===== config.mk =====
export PLATFORM = sky130hd
export DESIGN_NAME = spi_pixel_master
export DESIGN_NICKNAME = d
export VERILOG_FILES = /design/src/rtl/spi_pixel_master.sv
export SDC_FILE = /design/constraint.sdc
export NUM_CORES = 1
export LEC_CHECK = 0
export CORE_ASPECT_RATIO = 0.6
export CORE_UTILIZATION = 53
export DETAILED_ROUTE_END_ITERATION = 10
export PLACE_DENSITY = 0.8
export SYNTH_ARGS = -nofsm -noshare
export SYNTH_HDL_FRONTEND = slang
export SYNTH_SLANG_ARGS = --single-unit

===== constraint.sdc =====
create_clock -name clk -period 2.9 [get_ports clk]
set_input_delay 0.29 -clock clk [delete_from_list [all_inputs] [get_ports clk]]
set_output_delay 0.29 -clock clk [all_outputs]
set_load 0.01 [all_outputs]

===== src/rtl/spi_pixel_master.sv =====
// SPI mode-0 master for the FPGA pixel-injection port.
// Runs 3-byte register/command transactions and, in stream mode, sends
// 6-byte pixel-pair groups while returning every slave byte to the host.
// Chip select is active high; the slave is held in reset while css is low.
module spi_pixel_master #(
    parameter int CLK_DIV = 4,
    parameter int CS_GAP  = 4,
    parameter int CNT_W   = 20
) (
    input  logic             clk,
    input  logic             rst_n,
    input  logic             cmd_valid,
    output logic             cmd_ready,
    input  logic [2:0]       cmd_op,
    input  logic [7:0]       cmd_addr,
    input  logic [7:0]       cmd_wdata,
    input  logic [CNT_W-1:0] cmd_len,
    input  logic             pix_valid,
    output logic             pix_ready,
    input  logic [47:0]      pix_data,
    output logic             rsp_valid,
    output logic [7:0]       rsp_data,
    output logic             rsp_last,
    output logic             sck,
    output logic             css,
    output logic             mosi,
    input  logic             miso,
    output logic             busy
);

    localparam int DIV_MAX = (CLK_DIV > CS_GAP) ? CLK_DIV : CS_GAP;
    localparam int DIV_W   = $clog2(DIV_MAX + 1);

    localparam logic [DIV_W-1:0] DIV_ZERO = DIV_W'(0);
    localparam logic [DIV_W-1:0] DIV_ONE  = DIV_W'(1);
    localparam logic [DIV_W-1:0] DIV_LAST = DIV_W'(CLK_DIV - 1);
    localparam logic [DIV_W-1:0] GAP_LAST = DIV_W'(CS_GAP - 1);
    localparam logic [CNT_W-1:0] CNT_ZERO = CNT_W'(0);
    localparam logic [CNT_W-1:0] CNT_ONE  = CNT_W'(1);

    localparam logic [2:0] OP_WRREG   = 3'd0;
    localparam logic [2:0] OP_RDREG   = 3'd1;
    localparam logic [2:0] OP_SCR_CLR = 3'd2;
    localparam logic [2:0] OP_SCR_SET = 3'd3;
    localparam logic [2:0] OP_STREAM  = 3'd4;

    typedef enum logic [2:0] {
        S_IDLE  = 3'd0,
        S_SETUP = 3'd1,
        S_SHIFT = 3'd2,
        S_NEXT  = 3'd3,
        S_HOLD  = 3'd4,
        S_GAP   = 3'd5
    } state_t;

    // Three header bytes for a command, first byte in [23:16].
    function automatic logic [23:0] build_header(input logic [2:0] op,
                                                 input logic [7:0] addr,
                                                 input logic [7:0] wdata);
        logic [23:0] hdr;
        case (op)
            OP_WRREG:   hdr = {8'h80, addr, wdata};
            OP_RDREG:   hdr = {8'h81, addr, 8'h00};
            OP_SCR_CLR: hdr = {8'h40, 8'h00, 8'h00};
            OP_SCR_SET: hdr = {8'h41, 8'h00, 8'h00};
            OP_STREAM:  hdr = {8'h55, 8'h00, 8'h00};
            default:    hdr = 24'h000000;
        endcase
        return hdr;
    endfunction

    state_t           r_state,     w_state_nxt;
    logic [DIV_W-1:0] r_div,       w_div_nxt;
    logic [2:0]       r_bit,       w_bit_nxt;
    logic [2:0]       r_idx,       w_idx_nxt;
    logic             r_sck,       w_sck_nxt;
    logic             r_css,       w_css_nxt;
    logic             r_mosi,      w_mosi_nxt;
    logic [7:0]       r_tx,        w_tx_nxt;
    logic [7:0]       r_rx,        w_rx_nxt;
    logic [39:0]      r_pair,      w_pair_nxt;
    logic [2:0]       r_op,        w_op_nxt;
    logic [CNT_W-1:0] r_cnt,       w_cnt_nxt;
    logic             r_in_hdr,    w_in_hdr_nxt;
    logic             r_need_pair, w_need_pair_nxt;
    logic             r_stall,     w_stall_nxt;
    logic             r_pix_ready, w_pix_ready_nxt;
    logic             r_rsp_valid, w_rsp_valid_nxt;
    logic [7:0]       r_rsp_data,  w_rsp_data_nxt;
    logic             r_rsp_last,  w_rsp_last_nxt;
    logic             r_busy,      w_busy_nxt;
    logic             r_cmd_ready, w_cmd_ready_nxt;

    logic [23:0]      w_hdr;
    logic             w_div_end;
    logic             w_gap_end;
    logic             w_take;

    assign w_hdr     = build_header(cmd_op, cmd_addr, cmd_wdata);
    assign w_div_end = (r_div == DIV_LAST);
    assign w_gap_end = (r_div == GAP_LAST);

    // Next-state and next-output logic for the whole transfer engine.
    always_comb begin
        w_state_nxt     = r_state;
        w_div_nxt       = r_div;
        w_bit_nxt       = r_bit;
        w_idx_nxt       = r_idx;
        w_sck_nxt       = r_sck;
        w_css_nxt       = r_css;
        w_mosi_nxt      = r_mosi;
        w_tx_nxt        = r_tx;
        w_rx_nxt        = r_rx;
        w_pair_nxt      = r_pair;
        w_op_nxt        = r_op;
        w_cnt_nxt       = r_cnt;
        w_in_hdr_nxt    = r_in_hdr;
        w_need_pair_nxt = r_need_pair;
        w_stall_nxt     = r_stall;
        w_pix_ready_nxt = 1'b0;
        w_rsp_valid_nxt = 1'b0;
        w_rsp_data_nxt  = r_rsp_data;
        w_rsp_last_nxt  = 1'b0;
        w_busy_nxt      = r_busy;
        w_cmd_ready_nxt = 1'b0;
        w_take          = 1'b0;

        case (r_state)
            S_IDLE: begin
                w_cmd_ready_nxt = 1'b1;
                if (cmd_valid && r_cmd_ready) begin
                    w_cmd_ready_nxt = 1'b0;
                    w_busy_nxt      = 1'b1;
                    w_op_nxt        = cmd_op;
                    w_cnt_nxt       = cmd_len;
                    w_div_nxt       = DIV_ZERO;
                    if (cmd_op > OP_STREAM) begin
                        // Reserved opcode: answer with 0xFF, never touch the bus.
                        w_rsp_valid_nxt = 1'b1;
                        w_rsp_data_nxt  = 8'hFF;
                        w_rsp_last_nxt  = 1'b1;
                        w_state_nxt     = S_GAP;
                    end else begin
                        w_css_nxt       = 1'b1;
                        w_tx_nxt        = w_hdr[23:16];
                        w_pair_nxt      = {w_hdr[15:0], 24'h000000};
                        w_bit_nxt       = 3'd0;
                        w_idx_nxt       = 3'd0;
                        w_in_hdr_nxt    = 1'b1;
                        w_need_pair_nxt = 1'b0;
                        w_stall_nxt     = 1'b0;
                        w_state_nxt     = S_SETUP;
                    end
                end else begin
                    w_state_nxt = S_IDLE;
                end
            end

            S_SETUP: begin
                if (w_div_end) begin
                    // Present the first bit a full half-period before the first rise.
                    w_div_nxt   = DIV_ZERO;
                    w_mosi_nxt  = r_tx[7];
                    w_tx_nxt    = {r_tx[6:0], 1'b0};
                    w_state_nxt = S_SHIFT;
                end else begin
                    w_div_nxt = r_div + DIV_ONE;
                end
            end

            S_SHIFT: begin
                if (r_stall) begin
                    // sck parked low, css high, until a whole pair is available.
                    if (pix_valid) begin
                        w_take = 1'b1;
                    end else begin
                        w_div_nxt = DIV_ZERO;
                    end
                end else if (w_div_end) begin
                    w_div_nxt = DIV_ZERO;
                    if (!r_sck) begin
                        w_sck_nxt = 1'b1;
                        w_rx_nxt  = {r_rx[6:0], miso};
                        w_bit_nxt = r_bit + 3'd1;
                        if (r_bit == 3'd7) begin
                            w_state_nxt = S_NEXT;
                        end else begin
                            w_state_nxt = S_SHIFT;
                        end
                    end else begin
                        w_sck_nxt = 1'b0;
                        if (r_need_pair) begin
                            if (pix_valid) begin
                                w_take = 1'b1;
                            end else begin
                                w_stall_nxt = 1'b1;
                            end
                        end else begin
                            w_mosi_nxt = r_tx[7];
                            w_tx_nxt   = {r_tx[6:0], 1'b0};
                        end
                    end
                end else begin
                    w_div_nxt = r_div + DIV_ONE;
                end
            end

            S_NEXT: begin
                // One cycle inside the high phase of the 8th bit: pick the next byte.
                w_div_nxt = r_div + DIV_ONE;
                if (r_in_hdr) begin
                    if (r_idx != 3'd2) begin
                        w_idx_nxt   = r_idx + 3'd1;
                        w_tx_nxt    = r_pair[39:32];
                        w_pair_nxt  = {r_pair[31:0], 8'h00};
                        w_state_nxt = S_SHIFT;
                    end else begin
                        if (r_op == OP_RDREG) begin
                            w_rsp_valid_nxt = 1'b1;
                            w_rsp_data_nxt  = r_rx;
                            w_rsp_last_nxt  = 1'b1;
                        end else begin
                            w_rsp_valid_nxt = 1'b0;
                        end
                        if ((r_op == OP_STREAM) && (r_cnt != CNT_ZERO)) begin
                            w_in_hdr_nxt    = 1'b0;
                            w_idx_nxt       = 3'd0;
                            w_need_pair_nxt = 1'b1;
                            w_state_nxt     = S_SHIFT;
                        end else begin
                            w_state_nxt = S_HOLD;
                        end
                    end
                end else begin
                    // Stream byte: slave data is forwarded as-is.
                    w_rsp_valid_nxt = 1'b1;
                    w_rsp_data_nxt  = r_rx;
                    if (r_idx != 3'd5) begin
                        w_idx_nxt   = r_idx + 3'd1;
                        w_tx_nxt    = r_pair[39:32];
                        w_pair_nxt  = {r_pair[31:0], 8'h00};
                        w_state_nxt = S_SHIFT;
                    end else begin
                        w_cnt_nxt = r_cnt - CNT_ONE;
                        if (r_cnt == CNT_ONE) begin
                            w_rsp_last_nxt = 1'b1;
                            w_state_nxt    = S_HOLD;
                        end else begin
                            w_idx_nxt       = 3'd0;
                            w_need_pair_nxt = 1'b1;
                            w_state_nxt     = S_SHIFT;
                        end
                    end
                end
            end

            S_HOLD: begin
                if (w_div_end) begin
                    w_div_nxt = DIV_ZERO;
                    if (r_sck) begin
                        w_sck_nxt  = 1'b0;
                        w_mosi_nxt = 1'b0;
                    end else begin
                        // Dropping css also takes the slave out of stream mode.
                        w_css_nxt   = 1'b0;
                        w_state_nxt = S_GAP;
                    end
                end else begin
                    w_div_nxt = r_div + DIV_ONE;
                end
            end

            S_GAP: begin
                if (w_gap_end) begin
                    w_div_nxt       = DIV_ZERO;
                    w_busy_nxt      = 1'b0;
                    w_cmd_ready_nxt = 1'b1;
                    w_state_nxt     = S_IDLE;
                end else begin
                    w_div_nxt = r_div + DIV_ONE;
                end
            end

            default: begin
                w_state_nxt = S_IDLE;
                w_sck_nxt   = 1'b0;
                w_css_nxt   = 1'b0;
                w_mosi_nxt  = 1'b0;
                w_busy_nxt  = 1'b0;
                w_div_nxt   = DIV_ZERO;
            end
        endcase

        // Accept a pixel pair and launch its first bit in the same cycle.
        if (w_take) begin
            w_pix_ready_nxt = 1'b1;
            w_mosi_nxt      = pix_data[47];
            w_tx_nxt        = {pix_data[46:40], 1'b0};
            w_pair_nxt      = pix_data[39:0];
            w_stall_nxt     = 1'b0;
            w_need_pair_nxt = 1'b0;
            w_div_nxt       = DIV_ZERO;
        end else begin
            w_pix_ready_nxt = w_pix_ready_nxt;
        end
    end

    // State and output registers; reset aborts any transfer at once.
    always_ff @(posedge clk or negedge rst_n) begin
        if (!rst_n) begin
            r_state     <= S_IDLE;
            r_div       <= DIV_ZERO;
            r_bit       <= 3'd0;
            r_idx       <= 3'd0;
            r_sck       <= 1'b0;
            r_css       <= 1'b0;
            r_mosi      <= 1'b0;
            r_tx        <= 8'h00;
            r_rx        <= 8'h00;
            r_pair      <= 40'h0;
            r_op        <= 3'd0;
            r_cnt       <= CNT_ZERO;
            r_in_hdr    <= 1'b0;
            r_need_pair <= 1'b0;
            r_stall     <= 1'b0;
            r_pix_ready <= 1'b0;
            r_rsp_valid <= 1'b0;
            r_rsp_data  <= 8'h00;
            r_rsp_last  <= 1'b0;
            r_busy      <= 1'b0;
            r_cmd_ready <= 1'b0;
        end else begin
            r_state     <= w_state_nxt;
            r_div       <= w_div_nxt;
            r_bit       <= w_bit_nxt;
            r_idx       <= w_idx_nxt;
            r_sck       <= w_sck_nxt;
            r_css       <= w_css_nxt;
            r_mosi      <= w_mosi_nxt;
            r_tx        <= w_tx_nxt;
            r_rx        <= w_rx_nxt;
            r_pair      <= w_pair_nxt;
            r_op        <= w_op_nxt;
            r_cnt       <= w_cnt_nxt;
            r_in_hdr    <= w_in_hdr_nxt;
            r_need_pair <= w_need_pair_nxt;
            r_stall     <= w_stall_nxt;
            r_pix_ready <= w_pix_ready_nxt;
            r_rsp_valid <= w_rsp_valid_nxt;
            r_rsp_data  <= w_rsp_data_nxt;
            r_rsp_last  <= w_rsp_last_nxt;
            r_busy      <= w_busy_nxt;
            r_cmd_ready <= w_cmd_ready_nxt;
        end
    end

    assign cmd_ready = r_cmd_ready;
    assign pix_ready = r_pix_ready;
    assign rsp_valid = r_rsp_valid;
    assign rsp_data  = r_rsp_data;
    assign rsp_last  = r_rsp_last;
    assign sck       = r_sck;
    assign css       = r_css;
    assign mosi      = r_mosi;
    assign busy      = r_busy;

endmodule


---- Word level (Yosys, flattened, before mapping) ----
Cells that the tools add are included.
storage, ports and cells
  register bits after elaboration ......... 110
  latch bits .............................. 0
  RAM bits ................................ 0
  ROM bits ................................ 0
  input bits .............................. 92
  output and inout bits ................... 16
  logic and storage cells ................. 237
  memories ................................ 0
operators by class
  add/subtract/negate cells ............... 4
  multipliers ............................. 0
  div/mod/pow operators ................... 0
  order comparisons ....................... 1
  eq/ne operators ......................... 49
  shift-type cells ........................ 0
  multiplexer cells ....................... 125
  bitwise operators ....................... 5
  reduce and logical (&&, ||, !) cells .... 32
operator list
  cell                     count
  $mux W40                 6
  $mux W8                  16
  $pmux W24 S5             1
  $mux W3                  29
  $pmux W40 S2             1
  $mux W20                 3
  $mux W1                  52
  $pmux W20 S2             1
  $ne A3 B3 Y1 const B     12
  $ne A4 B4 Y1 const B     9
  $pmux W8 S4              1
  $ne A2 B2 Y1 const B     12
  $eq A20 B1 Y1 const B    1
  $reduce_and A5 Y1        4
  $reduce_bool A20 Y1      1
  $sub A20 B1 Y20 const B  1
  $pmux W3 S6              1
  $pmux W8 S2              1
  $eq A3 B2 Y1 const B     5
  $eq A3 B3 Y1 const B     5
  $reduce_and A7 Y1        2
  $pmux W1 S2              6
  $pmux W3 S2              2
  $pmux W3 S4              1
  21 further kinds         43

---- Logic depth before layout (Yosys ltp) ----
  word-level depth ........................ 8
  gate-level depth with buffers ........... 9
  mapped depth without buffers ............ 8

---- Least setup slack after synthesis ----
No wires, ideal clock.
  kind .................................... reg-to-reg
  start point ............................. register r_div[0]
  end point ............................... register r_tx[0]
  library setup time ...................... 0.125 ns
  arrival ................................. 2.166 ns
  data required time ...................... 2.775 ns
  path slack .............................. 0.609 ns
  cell stages (with the launch flop) ...... 9
  buffers on the path ..................... 1
  period minus slack after synthesis ...... 2.291 ns
  cell sequence ........................... dfrtp_1 -> ha_1 -> ha_1 -> and3_1 -> o2111ai_1 -> clkbuf_1 -> o21ai_0 -> nand3_1 -> mux2_2
on the way
  longest elaborated chain between the ends .. 6
  elaborated cells on any way between the ends .. 16
  those cells by class .................... eq/ne: 10; mux: 4; reduce/logical: 2
ends and longest elaborated chain
  what                                                  line  source
  start, declared                                       73    logic [DIV_W-1:0] r_div, w_div_nxt;
  start signal, assigned                                334   r_div <= w_div_nxt;
  $eq A3 B2 Y1 *                                        100   assign w_div_end = (r_div == DIV_LAST);
  $mux W1                                               179   end else if (w_div_end) begin
  $mux W1                                               172   if (r_stall) begin
  $mux W1                                               128   case (r_state)
  $ne A4 B4 Y1 (no line), or another cell as far along  -
  $reduce_and A10 Y1 (no line)                          -
  end signal, assigned                                  340   r_tx <= w_tx_nxt;
  end, declared                                         79    logic [7:0] r_tx, w_tx_nxt;
Mark *: on every way between the ends. The rest lies on a longest branch, timed or not.
A chain may end at the register's enable or synchronous reset.

---- Worst setup path in the final report ----
  start point ............................. register r_state[1]
  end point ............................... register r_pair[22]
on the way
  longest elaborated chain between the ends .. 4
  elaborated cells on any way between the ends .. 12
  those cells by class .................... eq/ne: 6; mux: 3; reduce/logical: 3
ends and longest elaborated chain
  what                                                  line  source
  start, declared                                       72    state_t r_state, w_state_nxt;
  start signal, assigned                                333   r_state <= w_state_nxt;
  $eq A3 B2 Y1                                          128
  $mux W1                                               128
  $ne A4 B4 Y1 (no line), or another cell as far along  -
  $reduce_and A5 Y1 (no line)                           -
  end signal, assigned                                  342   r_pair <= w_pair_nxt;
  end, declared                                         81    logic [39:0] r_pair, w_pair_nxt;
Parallel ways exist; a longest one is shown, timed or not.

==> flow_summary.ini <==
[setup_path]
setup.worst_path.end_class = flip-flop
crit_required_ns = 3.17
cp-start-kind = flip-flop
crit_fanout = 32
critPathKind = reg2reg
arrival_ns = 2.75
r2r_slack_ns = 0.42

[clocking]
cts_resized = 0
root_buffer = clkbuf_16
ctsHoldBuffers = 0
cts_setup_buffers = 0
clkTransAtPathRegs_ns = 0.07
cts_buffers = 9
htreeDepth = 3
clockBufferDepth = 2
cts.sinks = 110
cts_tree = done
clkLatencyLatePin_ns = 0.36

[floorplan]
ios = 108
start_util = 0.549
die_w_um = 137
core-area_um2 = 10600
die-area_um2 = 11500
die_h_um = 83.3
rows = 29

[routing]
drc = 0
drt_pass1_iterations = 5
drt_wl_total_um = 16400
ant_nets = 0
dr_total_vias = 5461
first_iter_violations = 651
avgViaCountPerCell = 6.25
wl_per_cell_um = 18.7

[place]
dp_hpwl_um = 11500
place_congestion = 0.929
io_buffers = 107
placed_area_um2 = 7110

[run_status]
status = finished clean

[power]
vdd_drop_max_uv = 440
switching_share = 0.370
p_leak_uw = 0.00304
p_per_area_nw_per_um2 = 852
p_seq_frac = 0.426
p_int_uw = 3970
clockPowerShare = 0.197
p_comb_frac = 0.377
p_switching_uw = 2330

[global_routing]
grt_pass1_vias = 5103
grt-ovfl-total = 0
grt_max_degree = 67
grtUsageMet1 = 0.458
antenna_found_initial = 0
busiest_layer = met1
track_usage = 0.298
grt_use_met3 = 0.0763
grt_pass1_wl_um = 26300
use_met2 = 0.420

[sta]
tightest_slew_ns = 0.853
fin_crit_sh = 0.856
fin_setup_tns_ns = 0
setup_viol = 0
final_max_slew_viol_count = 0
rsz0062_at_grt = no
hold_violations = 0
fin_skew_ns = 0.00875
slew_headroom = 0.432
layout_min_cycle_time_ns = 2.48
max_clock_freq_mhz = 403

[worst_hold_path]
hp-class = in2async

[logic_synthesis]
synth_top_area_cell = dfrtp_1
ys.flop_type = dfrtp_1
synthTopCellsByCount = dfrtp_1, nand2_1, nor2_1
synthArstFlopShare = 1.00
yosysWarnings = 0
synth_top_area_share = 0.472
yosysMostFrequentCell = dfrtp_1
synth.distinct_cells = 56
synthesis.area_um2 = 5840
synth.avg_cell_area_um2 = 9.18
synth_seq_area_share = 0.472
ys_seq_elements = 110
synth_edf_count = 0
synthTopCellsByArea = dfrtp_1, o21ai_0, a21oi_1
synth_nets = 736
syn_inst = 636

[layout]
fin_area_um2 = 7400
nets = 831
multi_input_area_um2 = 2870
seq_area_um2 = 2750
area_growth_pct = 26.7
drive_above_1_share = 0.0966
diodes = 0
n_fill_cell = 813

[flow_run]
drv_cap = 0
kinds of logic (layout without fill, tap and decap cells):
family,Yosys count,after routing,share of synthesized area
AO/OA/AOI/OAI,222,222,0.247
AND/OR/NAND/NOR,208,208,0.171
multiplexers,29,29,0.0549
buffers and inverters,59,158,0.0382
adder cells (fa/ha/maj),8,8,0.0171
flip-flops,110,110,0.472
registers in the layout, summed over array words and instances (netlist names):
signal       count
r_pair          40
r_cnt           20
r_rx             8
r_tx             8
rsp_data         8
r_bit            3
r_div            3
r_idx            3
r_op             3
r_state          3
busy             1
cmd_ready        1
css              1
mosi             1
pix_ready        1
r_in_hdr         1
r_need_pair      1
r_stall          1
rsp_last         1
rsp_valid        1
sck              1
final timing paths:
kind / from / to / cells after the start
worst min-delay path: rst_n / r_pair[0] / 1
max in group asynchronous: rst_n / r_cnt[9] / 2
min in group clk: cmd_len[0] / r_cnt[0] / 3
worst min register to register: r_bit[0] / r_bit[0] / 1
worst max-delay path: r_state[1] / r_pair[22] / 6
worst max register to register: r_state[1] / r_pair[22] / 6
power groups by stage:
| stage | registers [uW] | clock network, uW | logic [uW] |
|---|---|---|---|
| floorplan | 2470 | 0 | 1670 |
| global placement | 2630 | 0 | 2260 |
| detailed placement | 2670 | 0 | 2350 |
| CTS | 2660 | 1260 | 2360 |
| global route | 2750 | 1310 | 2640 |
| finish | 2690 | 1240 | 2380 |
worst max-delay path, stage by stage (launching register included):
cell,delay (ns)
dfrtp_1,0.73
nand2_1,0.18
or3_1,0.42
a21o_1,0.36
nand2_1,0.14
buf_4,0.34
a2bb2oi_1,0.22
through the flow:
| step | utilization | setup slack, ns | cells | hold WS [ns] | total power (uW) |
|---|---|---|---|---|---|
| after global placement | 0.668 | 0.519 | 859 | 0.445 | 4890 |
| after detailed placement | 0.668 | 0.439 | 859 | 0.457 | 5020 |
| final | 0.696 | 0.418 | 874 | 0.0337 | 6310 |
| after CTS | 0.696 | 0.421 | 874 | 0.0825 | 6270 |
| after global routing | 0.696 | 0.231 | 874 | 0.112 | 6690 |
| after floorplan | - | 0.609 | 636 | -0.00559 | 4140 |
cells in the final DEF, fill, tap and decap left out, types with 10 or more instances in the layout:
cell | Yosys | final
dfrtp_1 | 110 | 110
buf_4 | 0 | 21
nor2_1 | 60 | 60
inv_1 | 13 | 13
nor3_1 | 25 | 25
a2bb2oi_1 | 21 | 21
o21ai_0 | 58 | 58
a21oi_1 | 57 | 57
a221oi_1 | 10 | 10
nand3_1 | 10 | 10
mux2_2 | 24 | 24
a31oi_1 | 12 | 12
nand2_1 | 60 | 60
and3_1 | 11 | 11
clkdlybuf4s50_1 | 0 | 106
layout make-up:
type	count	share of cell area
multi-input combinational	467	0.388
sequential	110	0.372
timing repair buffer	129	0.170
clock buffer	11	0.0328
tap	139	0.0235
inverter	14	0.00710
clock inverter	4	0.00643
per-layer routing:
layer	wire length [um]	up-vias
met3	1400	18
met1	7680	2645
met2	7140	247
met4	156	0
li1	-	2551
met5	0	-
(Power assumes the default switching activity.)
